$ cat src/rtl/hack_pkg.sv
// Shared Hack CPU definitions: sequencer state encoding and instruction-word field positions.
package hack_pkg;

  localparam int unsigned INSTR_W = 16;
  localparam int unsigned IR_CBIT = 15;
  localparam int unsigned DEST_A  = 5;
  localparam int unsigned DEST_D  = 4;
  localparam int unsigned DEST_M  = 3;

  typedef enum logic [1:0] {
    ST_FETCH = 2'd0,
    ST_EXEC  = 2'd1,
    ST_FAULT = 2'd2,
    ST_STEP  = 2'd3
  } seq_state_t;

endpackage

$ cat src/rtl/hack_dest_decode.sv
// Combinational Hack instruction decode: A/C instruction type and destination bits.
module hack_dest_decode
  import hack_pkg::*;
(
  input  logic [INSTR_W-1:0] i_ir,
  output logic               o_is_c,
  output logic               o_dest_a,
  output logic               o_dest_d,
  output logic               o_dest_m
);

  logic w_unused_bits;

  assign o_is_c   = i_ir[IR_CBIT];
  assign o_dest_a = i_ir[DEST_A];
  assign o_dest_d = i_ir[DEST_D];
  assign o_dest_m = i_ir[DEST_M];

  // Computation and jump fields are consumed by the datapath, not here.
  assign w_unused_bits = ^{i_ir[14:6], i_ir[2:0]};

endmodule

$ cat src/rtl/hack_fetch_sequencer.sv
// Hack fetch/execute sequencer: ROM handshake, IR load, PC, one-cycle A/D/M write strobes.
// Optional HACK_SINGLE_STEP_EN adds step/step_mode ports and the STEP hold state.
module hack_fetch_sequencer
  import hack_pkg::*;
#(
  parameter int unsigned PC_W     = 15,
  parameter int unsigned RESET_PC = 0,
  parameter int unsigned WAIT_MAX = 15
) (
  input  logic               clk,
  input  logic               reset,
`ifdef HACK_SINGLE_STEP_EN
  input  logic               step,
  input  logic               step_mode,
`endif
  output logic [PC_W-1:0]    rom_addr,
  output logic               rom_req,
  input  logic               rom_ack,
  input  logic [INSTR_W-1:0] rom_data,
  output logic               ir_load,
  input  logic [INSTR_W-1:0] ir_q,
  input  logic               mem_wait,
  input  logic               jump_taken,
  input  logic [INSTR_W-1:0] jump_target,
  output logic               a_load,
  output logic               d_load,
  output logic               m_write,
  output logic [PC_W-1:0]    pc,
  output logic [1:0]         state,
  output logic               timeout_err
);

  localparam int unsigned     WAIT_W = $clog2(WAIT_MAX + 1);
  localparam logic [PC_W-1:0] PC_RST = PC_W'(RESET_PC);

  seq_state_t        r_state, w_next;
  logic [PC_W-1:0]   r_pc, w_pc_next;
  logic [WAIT_W-1:0] r_wait, w_wait_next;
  logic              r_err, w_err_next;
  logic              w_is_c, w_dest_a, w_dest_d, w_dest_m;
  logic              w_rom_req, w_ir_load, w_a_load, w_d_load, w_m_write;
  seq_state_t        w_done_state;
  logic              w_unused_in;

  hack_dest_decode u_dest_decode (
    .i_ir     (ir_q),
    .o_is_c   (w_is_c),
    .o_dest_a (w_dest_a),
    .o_dest_d (w_dest_d),
    .o_dest_m (w_dest_m)
  );

`ifdef HACK_SINGLE_STEP_EN
  assign w_done_state = step_mode ? ST_STEP : ST_FETCH;
`else
  assign w_done_state = ST_FETCH;
`endif

  always_comb begin
    w_next      = r_state;
    w_pc_next   = r_pc;
    w_wait_next = r_wait;
    w_err_next  = r_err;
    w_rom_req   = 1'b0;
    w_ir_load   = 1'b0;
    w_a_load    = 1'b0;
    w_d_load    = 1'b0;
    w_m_write   = 1'b0;
    case (r_state)
      ST_FETCH: begin
        w_rom_req = 1'b1;
        if (rom_ack) begin
          w_ir_load   = 1'b1;
          w_wait_next = '0;
          w_next      = ST_EXEC;
        end else if (r_wait == WAIT_W'(WAIT_MAX)) begin
          w_err_next = 1'b1;
          w_next     = ST_FAULT;
        end else begin
          w_wait_next = r_wait + WAIT_W'(1);
        end
      end
      ST_EXEC: begin
        if (!w_is_c) begin
          w_a_load  = 1'b1;
          w_pc_next = r_pc + PC_W'(1);
          w_next    = w_done_state;
        end else if (!mem_wait) begin
          w_a_load  = w_dest_a;
          w_d_load  = w_dest_d;
          w_m_write = w_dest_m;
          w_pc_next = jump_taken ? jump_target[PC_W-1:0] : r_pc + PC_W'(1);
          w_next    = w_done_state;
        end
      end
      ST_FAULT: w_next = ST_FAULT;
`ifdef HACK_SINGLE_STEP_EN
      ST_STEP: begin
        if (step) w_next = ST_FETCH;
      end
`endif
      default: w_next = ST_FETCH;
    endcase
  end

  always_ff @(posedge clk) begin
    if (reset) begin
      r_state <= ST_FETCH;
      r_pc    <= PC_RST;
      r_wait  <= '0;
      r_err   <= 1'b0;
    end else begin
      r_state <= w_next;
      r_pc    <= w_pc_next;
      r_wait  <= w_wait_next;
      r_err   <= w_err_next;
    end
  end

  // Reset is synchronous, so outputs are masked directly to be quiet during the reset cycle itself.
  assign rom_req     = w_rom_req & ~reset;
  assign ir_load     = w_ir_load & ~reset;
  assign a_load      = w_a_load  & ~reset;
  assign d_load      = w_d_load  & ~reset;
  assign m_write     = w_m_write & ~reset;
  assign pc          = reset ? PC_RST : r_pc;
  assign rom_addr    = pc;
  assign state       = reset ? ST_FETCH : r_state;
  assign timeout_err = r_err & ~reset;

  // rom_data feeds the external IR directly; jump_target bits above PC_W are ignored.
  assign w_unused_in = ^{rom_data, jump_target};

endmodule

$ cat config.mk
export PLATFORM = sky130hd
export DESIGN_NAME = hack_fetch_sequencer
export DESIGN_NICKNAME = d
export VERILOG_FILES = /design/src/rtl/hack_pkg.sv /design/src/rtl/hack_dest_decode.sv /design/src/rtl/hack_fetch_sequencer.sv
export SDC_FILE = /design/constraint.sdc
export NUM_CORES = 1
export LEC_CHECK = 0
export BUFFER_PORTS_ARGS = -buffer_cell sky130_fd_sc_hd__buf_4
export CAP_MARGIN = 25
export CORE_MARGIN = 1.5
export CORE_UTILIZATION = 35
export DETAILED_ROUTE_END_ITERATION = 8
export PLACE_DENSITY = 0.66
export SLEW_MARGIN = 10
export SYNTH_ARGS = -nofsm -noshare
export SYNTH_HDL_FRONTEND = slang
export SYNTH_SLANG_ARGS = --single-unit
$ cat constraint.sdc
create_clock -name clk -period 5.4 [get_ports clk]
set_clock_uncertainty 0.2 [all_clocks]
set_input_delay 0.27 -clock clk [delete_from_list [all_inputs] [get_ports clk]]
set_output_delay 0.27 -clock clk [all_outputs]
set_load 0.03 [all_outputs]
==> results of run 1 <==
-- cells by family (layout without fill, tap and decap cells) --
logic type / count (synthesis) / in the layout
muxes: 5 / 5
DFF: 22 / 22
buffers and inverters: 31 / 68
and+or+nand+nor: 104 / 104
adders and majority gates: 2 / 2
AOI/OAI and AO/OA: 48 / 48
-- layout make-up --
type | count | share of cell area
Inverter | 3 | 0.00559
Clock buffer | 3 | 0.0205
Timing Repair Buffer | 62 | 0.235
Sequential cell | 22 | 0.219
Multi-Input combinational cell | 159 | 0.488
Tap cell | 52 | 0.0323
-- stage by stage --
step / hold slack (ns) / util / worst slack (ns) / cell area (µm²)
global placement: 0.318 / 0.447 / 3.28 / 1960
finish: 0.0828 / 0.459 / 3.24 / 2010
CTS: 0.0792 / 0.456 / 3.27 / 2000
global route: 0.0977 / 0.459 / 3.13 / 2010
detailed placement: 0.328 / 0.447 / 3.28 / 1960
floorplan: 0.229 / - / 3.32 / 1600
-- registers in the layout (all words and copies together), names as in the netlist --
register / cells
r_state: 2
r_wait: 4
r_err: 1
r_pc: 15
-- cells in the mapped netlist (3+ instances only) --
master / number
a21oi_1: 4
a22oi_1: 3
a31oi_1: 10
and2_1: 3
and3_1: 4
buf_2: 5
buf_4: 15
clkbuf_1: 8
dfxtp_1: 22
inv_1: 3
mux2i_1: 4
nand2_1: 22
nand3_1: 16
nor2_1: 16
nor2b_1: 17
nor3_1: 6
nor4_1: 5
o21ai_0: 3
o21ai_1: 6
-- how the worst min path moves through the flow --
stage / endpoint / slack (ns)
after detailed placement: r_pc[14]$_SDFFE_PP0P_ / 0.33
after CTS: r_pc[9]$_SDFFE_PP0P_ / 0.08
after floorplan: r_pc[1]$_SDFFE_PP0P_ / 0.23
after global placement: r_pc[0]$_SDFFE_PP0P_ / 0.32
after global routing: r_pc[1]$_SDFFE_PP0P_ / 0.1
final: r_pc[9]$_SDFFE_PP0P_ / 0.08
-- layer usage --
layer,vias up,GRT usage,share of wire
li1,840,-,-
met1,779,0.217,0.48
met2,59,0.266,0.45
met3,4,0.0313,0.062
met4,0,0.0440,0.0086
met5,-,0,0
-- tightest hold or removal path: stages --
cell	delay [ns]
buf_4	0.11
nand3_1	0.05
a31oi_1	0.07
-- where the power goes --
| group | total (mW) | switching (mW) | internal [mW] |
|---|---|---|---|
| sequential | 0.179 | 0.00977 | 0.169 |
| clock | 0.103 | 0.0528 | 0.0498 |
| combinational | 0.0922 | 0.0534 | 0.0388 |
| total | 0.374 | 0.116 | 0.258 |
-- layout by cell type (no fill, tap or decap), drive strengths merged, types with 4 or more instances in the layout --
| cell type | n |
|---|---|
| nor2b | 18 |
| a31oi | 10 |
| buf | 62 |
| nor4 | 5 |
| mux2i | 4 |
| and3 | 4 |
| nor2 | 16 |
| o21ai | 9 |
| nor3 | 6 |
| dfxtp | 22 |
| nand2 | 22 |
| nand3 | 16 |
| a21oi | 5 |
==> flow_metrics.env, run 1 <==
export IMPL_slew_limit_headroom=0.523
export IMPL_synthAdderAreaFrac=0.0156
export IMPL_syn_nets=267
export IMPL_synth_area_um2=1600
export IMPL_fin_setup_tns_ns=0
export IMPL_routed_wl_mm=4.16
export IMPL_grt_ovfl_total=0
export IMPL_finalCriticalPeriod_ns=2.16
export IMPL_cp_startpoint="r_state[0]$_SDFFE_PP0P_"
export IMPL_synth_xor_area_frac=0
export IMPL_crit_type="register to output pin"
export IMPL_setup_viol=0
export IMPL_drv_cap=0
export IMPL_ios=91
export IMPL_vias_per_cell=5.59
export IMPL_hold_path_depth=3
export IMPL_ant_nets=0
export IMPL_root_buffer="clkbuf_8"
export IMPL_hold_viol_final=0
export IMPL_fmax_mhz=463
export IMPL_worstPathMaxFanout=9
export IMPL_avgSynthCellArea_um2=7.56
export IMPL_cp_num_cells=4
export IMPL_synth_edf_count=0
export IMPL_first_global_vias=1469
export IMPL_dp_hpwl_mm=2.86
export IMPL_synth_top_area_frac=0.275
export IMPL_start_util=0.366
export IMPL_netlist_instances=212
export IMPL_worstMarginPinSlew_ns=0.716
export IMPL_n_antenna_cell=0
export IMPL_crit_path_end_kind="output pin"
export IMPL_r2r_slack_ns=3.34
export IMPL_grt_use_total=0.161
export IMPL_hp_start="jump_target[9]"
export IMPL_cp_start_kind="register"
export IMPL_hold_class="input pin to register"
export IMPL_die_x_um=70.7
export IMPL_drtIter0Drc=106
export IMPL_postCtsSetupBuffers=0
export IMPL_synth_top_family_by_area="simple AND/OR/NAND/NOR gates"
export IMPL_max_stage_delay_ns=0.46
export IMPL_routedWlPerCell_um=13.8
export IMPL_num_rows=24
export IMPL_ys_warn_count=0
export IMPL_cts_inserted_buffers=3
export IMPL_multi_input_area_um2=983
export IMPL_gp_congestion=0.793
export IMPL_finalCritPeriodShare=0.400
export IMPL_r2r_cells=5
export IMPL_arrival_ns=1.69
export IMPL_crit_buf_inv=1
export IMPL_die_area_um2=4990
export IMPL_io_buffers=61
export IMPL_power_total_mw=0.374
export IMPL_power_leakage_nw=0.817
export IMPL_cts_tree="done"
export IMPL_h_tree_depth=1
export IMPL_timing_rr_end="r_pc[12]$_SDFFE_PP0P_"
export IMPL_core_area_um2=4380
export IMPL_place_inst=297
export IMPL_p_per_area_nw_per_um2=186
export IMPL_drv_slew=0
export IMPL_drive_gt1_frac=0.281
export IMPL_synthSimpleGateAreaFrac=0.352
export IMPL_status="completed"
export IMPL_finalNonFillerCells=301
export IMPL_cp_slowest_cell="dfxtp_1"
export IMPL_antenna_found_initial=0
export IMPL_ys_flop_type="dfxtp_1"
export IMPL_insertion_delay_ns=0.26
export IMPL_cts_sinks=22
export IMPL_rsz0062_at_grt="false"
export IMPL_crit_path_end="a_load"
export IMPL_muxShareOfSynthArea=0.0320
export IMPL_vias=1682
export IMPL_cts_resized=0
export IMPL_clock_path_buffers=2
export IMPL_die_h_um=70.7
export IMPL_hold_buffers=0
export IMPL_synth_async_reset_ratio=0
export IMPL_yosysSeqAreaShare=0.275
export IMPL_crit_family="flip-flops"
export IMPL_drc=0
export IMPL_synthTopCellsByArea="dfxtp_1 (27%), buf_4 (7.0%), nor2b_1 (6.6%)"
export IMPL_peakVddDrop_uv=76.8
export IMPL_critPathRequiredTime_ns=4.93
export IMPL_num_nets_final=306
export IMPL_grt_max_degree=42
export IMPL_seq_area_um2=440
export IMPL_area_growth_syn_to_layout_pct=25.7
export IMPL_cp_cell_sequence="nand2b_1 -> a21o_2 -> nor3_1 -> buf_4"
export IMPL_fillCellCount=481
export IMPL_grt_pass1_wl_mm=6.65
export IMPL_ys_types=46
export IMPL_synth_largest_area_cell="dfxtp_1"
export IMPL_worst_setup_hold_path_clk_slew_ns=0.08
export IMPL_drt_pass1_iterations=4
export IMPL_synth_compound_gate_area_share=0.214
export IMPL_r2r_start="r_pc[0]$_SDFFE_PP0P_"
export IMPL_ys_ff_latch=22
(Power assumes the default switching activity.)
==> run 2, diff against run 1 <==
==> constraint.sdc (replaced) <==
create_clock -name clk -period 2.15 [get_ports clk]
set_clock_uncertainty 0.2 [all_clocks]
set_input_delay 0.1075 -clock clk [delete_from_list [all_inputs] [get_ports clk]]
set_output_delay 0.1075 -clock clk [all_outputs]
set_load 0.03 [all_outputs]
==> run 2 against run 1 <==
  * Critical path depth grew 1
  * Hold slack lost 0.070 ns
  * Wire length grew 1.4%
  * Sequential share of layout area shrank 1.3 points
  * Worst setup slack lost 3.1 ns
  * Critical endpoint is now r_pc[12]$_SDFFE_PP0P_
  * Clock power grew to 2.9 times the previous value
==> flow_metrics.env, run 2 (synthesis gave the netlist of run 1 again) <==
export IMPL_swShare=0.302
export IMPL_drt_pass1_iterations=4
export IMPL_hold_class="input pin to register"
export IMPL_core_area_um2=4380
export IMPL_cp_slowest_cell="or3_1"
export IMPL_vias_per_cell=5.45
export IMPL_largest_reg_flops=15
export IMPL_reg_top3="r_pc x15, r_wait x4, r_state x2"
export IMPL_vias=1721
export IMPL_worstMarginPinSlew_ns=0.482
export IMPL_drv_slew=0
export IMPL_gp_congestion=0.793
export IMPL_num_rows=24
export IMPL_combPwrFrac=0.253
export IMPL_hold_viol_final=0
export IMPL_fin_setup_tns_ns=0
export IMPL_grt_pass1_wl_mm=7.30
export IMPL_finalCritPeriodShare=0.943
export IMPL_cp_cell_sequence="ha_1 -> nand3_1 -> or3_1 -> o32a_1 -> a31oi_1"
export IMPL_peakVddDrop_uv=253
export IMPL_power_internal_mw=0.700
export IMPL_drv_cap=0
export IMPL_p_per_area_nw_per_um2=467
export IMPL_setup_viol=0
export IMPL_antenna_found_initial=0
export IMPL_drtIter0Drc=169
export IMPL_h_tree_depth=1
export IMPL_hold_slack_ns=0.0127
export IMPL_status="completed"
export IMPL_slew_limit_headroom=0.678
export IMPL_p_clk_frac=0.302
export IMPL_start_util=0.366
export IMPL_postCtsSetupBuffers=0
export IMPL_seqPwrFrac=0.445
export IMPL_top_register="r_pc"
export IMPL_first_global_vias=1594
export IMPL_root_buffer="clkbuf_8"
export IMPL_cts_tree="done"
export IMPL_dp_hpwl_mm=2.97
export IMPL_ant_nets=0
export IMPL_critPathRequiredTime_ns=2.14
export IMPL_p_sw_mw=0.302
export IMPL_io_buffers=61
export IMPL_drive_gt1_frac=0.292
export IMPL_power_leakage_nw=0.886
export IMPL_crit_path_end_kind="register"
export IMPL_grt_max_degree=42
export IMPL_worstPathMaxFanout=6
export IMPL_max_stage_delay_ns=0.43
export IMPL_fmax_mhz=493
export IMPL_cts_sinks=22
export IMPL_drc=0
export IMPL_n_antenna_cell=0
export IMPL_insertion_delay_ns=0.26
export IMPL_num_nets_final=320
export IMPL_grt_use_total=0.174
export IMPL_die_area_um2=4990
export IMPL_clock_path_buffers=2
export IMPL_worst_setup_hold_path_clk_slew_ns=0.08
export IMPL_routedWlPerCell_um=13.4
export IMPL_arrival_ns=2.02
export IMPL_crit_type="register to register"
export IMPL_grt_ovfl_total=0
export IMPL_finalCriticalPeriod_ns=2.03
export IMPL_die_x_um=70.7
export IMPL_mostFrequentLayoutCell="buf_4"
export IMPL_ios=91
export IMPL_final_cell_mix="buf_4 (68), nand2_1 (22), dfxtp_1 (22), nor2b_1 (17)"
export IMPL_die_h_um=70.7
export IMPL_area_growth_syn_to_layout_pct=33.9
export IMPL_routed_wl_mm=4.22
export IMPL_rsz0062_at_grt="false"
export IMPL_cts_inserted_buffers=3
export IMPL_fillCellCount=448
export IMPL_cp_start_kind="register"
==> run 2: cell types whose count changed in the layout (fill, tap and decap cells not counted), sizes merged <==
cell	change
clkbuf	+1
buf	+6
dlygate4sd3	+8
==> run 2: final timing paths <==
check,to,cells past startpoint,slack [ns],start
worst max-delay path,r_pc[12]$_SDFFE_PP0P_,5,0.12,r_pc[0]$_SDFFE_PP0P_
worst min-delay path,r_pc[6]$_SDFFE_PP0P_,4,0.01,jump_target[6]
worst max register to register,r_pc[12]$_SDFFE_PP0P_,5,0.12,r_pc[0]$_SDFFE_PP0P_
worst min register to register,r_wait[3]$_SDFFE_PP0P_,2,0.34,r_wait[3]$_SDFFE_PP0P_
==> run 2: what timing repair did <==
action                    4_1_cts  5_1_grt
gates resized for setup         0        0
hold endpoints to repair        9        0
hold buffers                    8        0
==> run 2: per-stage QoR <==
step | instance area, µm² | power [mW] | setup slack, ns | util | instances
2_1_floorplan | 1600 | 0.610 | 0.293 | - | 212
3_3_place_gp | 2010 | 0.695 | 0.176 | 0.459 | 304
3_5_place_dp | 2010 | 0.698 | 0.167 | 0.459 | 304
4_1_cts | 2150 | 1.01 | 0.142 | 0.489 | 316
5_1_grt | 2150 | 1.05 | 0.00355 | 0.489 | 316
6_report | 2150 | 1.00 | 0.121 | 0.489 | 316
==> run 2: critical path: cells and delay by family (launching register included) <==
family | cells | cell delay (ns)
AO/OA/AOI/OAI | 2 | 0.48
flip-flops | 1 | 0.42
AND/OR/NAND/NOR | 2 | 0.65
adder cells (fa/ha/maj) | 1 | 0.21
==> run 2: power by group through the flow <==
stage                     clock network (mW)  registers [mW]  logic, mW
final                                  0.303           0.446      0.253
after global routing                   0.323           0.451      0.278
after CTS                              0.309           0.446      0.254
after detailed placement                   0           0.456      0.242
after global placement                     0           0.455      0.240
after floorplan                            0           0.452      0.157
==> run 2: final cells by class <==
class	instances	area (µm²)	area share
Multi-Input combinational cell	159	983	0.458
Sequential cell	22	440	0.205
Timing Repair Buffer	76	591	0.275
Clock buffer	4	55.1	0.0257
Tap cell	52	65.1	0.0303
Inverter	3	11.3	0.00525
==> run 2: metal layers <==
metal / share of wire / global-route usage / wire length, µm / up-vias
met2: 0.45 / 0.270 / 1890 / 56
met4: 0.0062 / 0.0398 / 26 / 0
met3: 0.064 / 0.0214 / 270 / 2
li1: - / - / - / 874
met1: 0.48 / 0.257 / 2030 / 789
met5: 0 / 0 / 0 / -
==> run 3, diff against run 2 <==
--- a/config.mk
+++ b/config.mk
@@ -11,6 +11,7 @@
 export CORE_UTILIZATION = 35
 export DETAILED_ROUTE_END_ITERATION = 8
 export PLACE_DENSITY = 0.66
+export REMOVE_ABC_BUFFERS = 1
 export SLEW_MARGIN = 10
 export SYNTH_ARGS = -nofsm -noshare
 export SYNTH_HDL_FRONTEND = slang
==> run 3 against run 2 <==
  * Design area fell by 0.93%
  * Total power shrank 4.9%
  * Combinational power shrank 2%
  * Wire length rose by 0.14%
  * Worst setup slack gained 0.047 ns
  * Critical path depth is 1 higher
  * Core utilization shrank 0.46 points
  * Register-to-register slack improved by 0.05 ns
  * First-iteration DRC count down 29%
  * Fmax grew 2.4%
  * Sequential cell count unchanged
  * Highest routed layer unchanged
==> flow_metrics.env, run 3 (synthesis gave the netlist of run 1 again) <==
export IMPL_seq_area_um2=442
export IMPL_worstMarginPinSlew_ns=0.442
export IMPL_worstPathMaxFanout=5
export IMPL_start_util=0.366
export IMPL_top_register="r_pc"
export IMPL_finalCriticalPeriod_ns=1.98
export IMPL_area_growth_syn_to_layout_pct=32.6
export IMPL_dp_hpwl_mm=2.99
export IMPL_drc=0
export IMPL_postCtsSetupBuffers=0
export IMPL_multi_input_area_um2=983
export IMPL_drt_pass1_iterations=4
export IMPL_n_antenna_cell=0
export IMPL_h_tree_depth=1
export IMPL_reg_top3="r_pc x15, r_wait x4, r_state x2"
export IMPL_route_met3_wl_um=191
export IMPL_grt_pass1_wl_mm=7.13
export IMPL_hold_class="input pin to register"
export IMPL_power_internal_mw=0.661
export IMPL_die_x_um=70.7
export IMPL_status="completed"
export IMPL_cts_sinks=22
export IMPL_topRoutingLayerUsed="met4"
export IMPL_crit_type="register to register"
export IMPL_largest_reg_flops=15
export IMPL_cp_start_kind="register"
export IMPL_slew_limit_headroom=0.705
export IMPL_setup_viol=0
export IMPL_final_util=0.485
export IMPL_worst_setup_hold_path_clk_slew_ns=0.08
export IMPL_combPwrFrac=0.259
export IMPL_crit_path_end_kind="register"
export IMPL_vias=1690
export IMPL_num_rows=24
export IMPL_wl_met1_mm=1.99
export IMPL_dr_wl_met2_mm=2.01
export IMPL_drtIter0Drc=120
export IMPL_fin_setup_tns_ns=0
export IMPL_p_per_area_nw_per_um2=449
export IMPL_power_total_mw=0.953
export IMPL_ant_nets=0
export IMPL_drive_gt1_frac=0.290
export IMPL_power_leakage_nw=0.874
export IMPL_p_sw_mw=0.293
export IMPL_peakVddDrop_uv=271
export IMPL_grt_use_total=0.173
export IMPL_fillCellCount=449
export IMPL_seqPwrFrac=0.470
export IMPL_io_buffers=61
export IMPL_cts_tree="done"
export IMPL_clock_path_buffers=2
export IMPL_die_h_um=70.7
export IMPL_fmax_mhz=505
export IMPL_drv_cap=0
export IMPL_root_buffer="clkbuf_8"
export IMPL_drv_slew=0
export IMPL_p_clk_frac=0.271
export IMPL_finalCritPeriodShare=0.922
export IMPL_dpl_cell_area_um2=2000
export IMPL_arrival_ns=1.96
export IMPL_swShare=0.307
export IMPL_routed_wl_mm=4.23
export IMPL_num_nets_final=319
export IMPL_first_global_vias=1524
export IMPL_rsz0062_at_grt="false"
export IMPL_die_area_um2=4990
export IMPL_vias_per_cell=5.38
export IMPL_core_area_um2=4380
export IMPL_grt_max_degree=42
export IMPL_gp_congestion=0.854
export IMPL_final_cell_mix="buf_4 (67), nand2_1 (22), dfxtp_1 (21), nor2b_1 (17)"
export IMPL_antenna_found_initial=0
export IMPL_cts_inserted_buffers=3
export IMPL_hold_viol_final=0
export IMPL_ios=91
export IMPL_mostFrequentLayoutCell="buf_4"
export IMPL_routedWlPerCell_um=13.5
export IMPL_critPathRequiredTime_ns=2.13
export IMPL_insertion_delay_ns=0.26
export IMPL_postLayoutCellArea_um2=2130
export IMPL_grt_ovfl_total=0
[run 3: critical path, cell delays in order (launching register included)]
cell and delay (ns):
dfxtp_1 0.41, ha_1 0.23, nand3_1 0.17, buf_4 0.20
nor4_1 0.33, o21ai_1 0.13, a211oi_1 0.23
[run 3: per-layer routing]
metal | GRT usage | up-vias
met2 | 0.278 | 41
li1 | - | 865
met1 | 0.241 | 782
met3 | 0.0271 | 2
met4 | 0.0545 | 0
met5 | 0 | -
[run 3: per-stage QoR]
stage	cells	hold WS, ns	setup WS, ns
final	314	0.0186	0.168
after global routing	314	0.0399	0.00447
after CTS	314	0.0190	0.171
after detailed placement	303	0.199	0.204
after global placement	303	0.187	0.204
after floorplan	184	-0.0234	0.264
[run 3: area by class of cell]
cell class / count / share of cell area
flip-flops and latches: 22 / 0.208
inverters: 3 / 0.00530
clock buffers: 3 / 0.0194
multi-input cells: 159 / 0.463
repair buffers: 75 / 0.274
well taps: 52 / 0.0306
[run 3: final timing paths]
check                             from                     to  slack (ns)  cells after the start
setup / recovery  r_pc[1]$_SDFFE_PP0P_  r_pc[10]$_SDFFE_PP0P_        0.17                      6
hold / removal          jump_target[6]   r_pc[6]$_SDFFE_PP0P_        0.02                      4
setup reg to reg  r_pc[1]$_SDFFE_PP0P_  r_pc[10]$_SDFFE_PP0P_        0.17                      6
hold reg to reg   r_pc[0]$_SDFFE_PP0P_   r_pc[0]$_SDFFE_PP0P_        0.31                      2
[run 3: what timing repair did]
item / 4_1_cts / 5_1_grt
hold buffers: 8 / 0
resized for setup: 0 / 1
endpoints found under the setup margin: 0 / 2
endpoints found under the hold margin: 9 / 0
[run 3: power by group through the flow]
stage               Combinational, mW  Sequential (mW)  Clock (mW)
floorplan                       0.128            0.452           0
CTS                             0.249            0.447       0.267
detailed placement              0.237            0.457           0
global route                    0.272            0.451       0.281
global placement                0.236            0.456           0
finish                          0.247            0.448       0.258
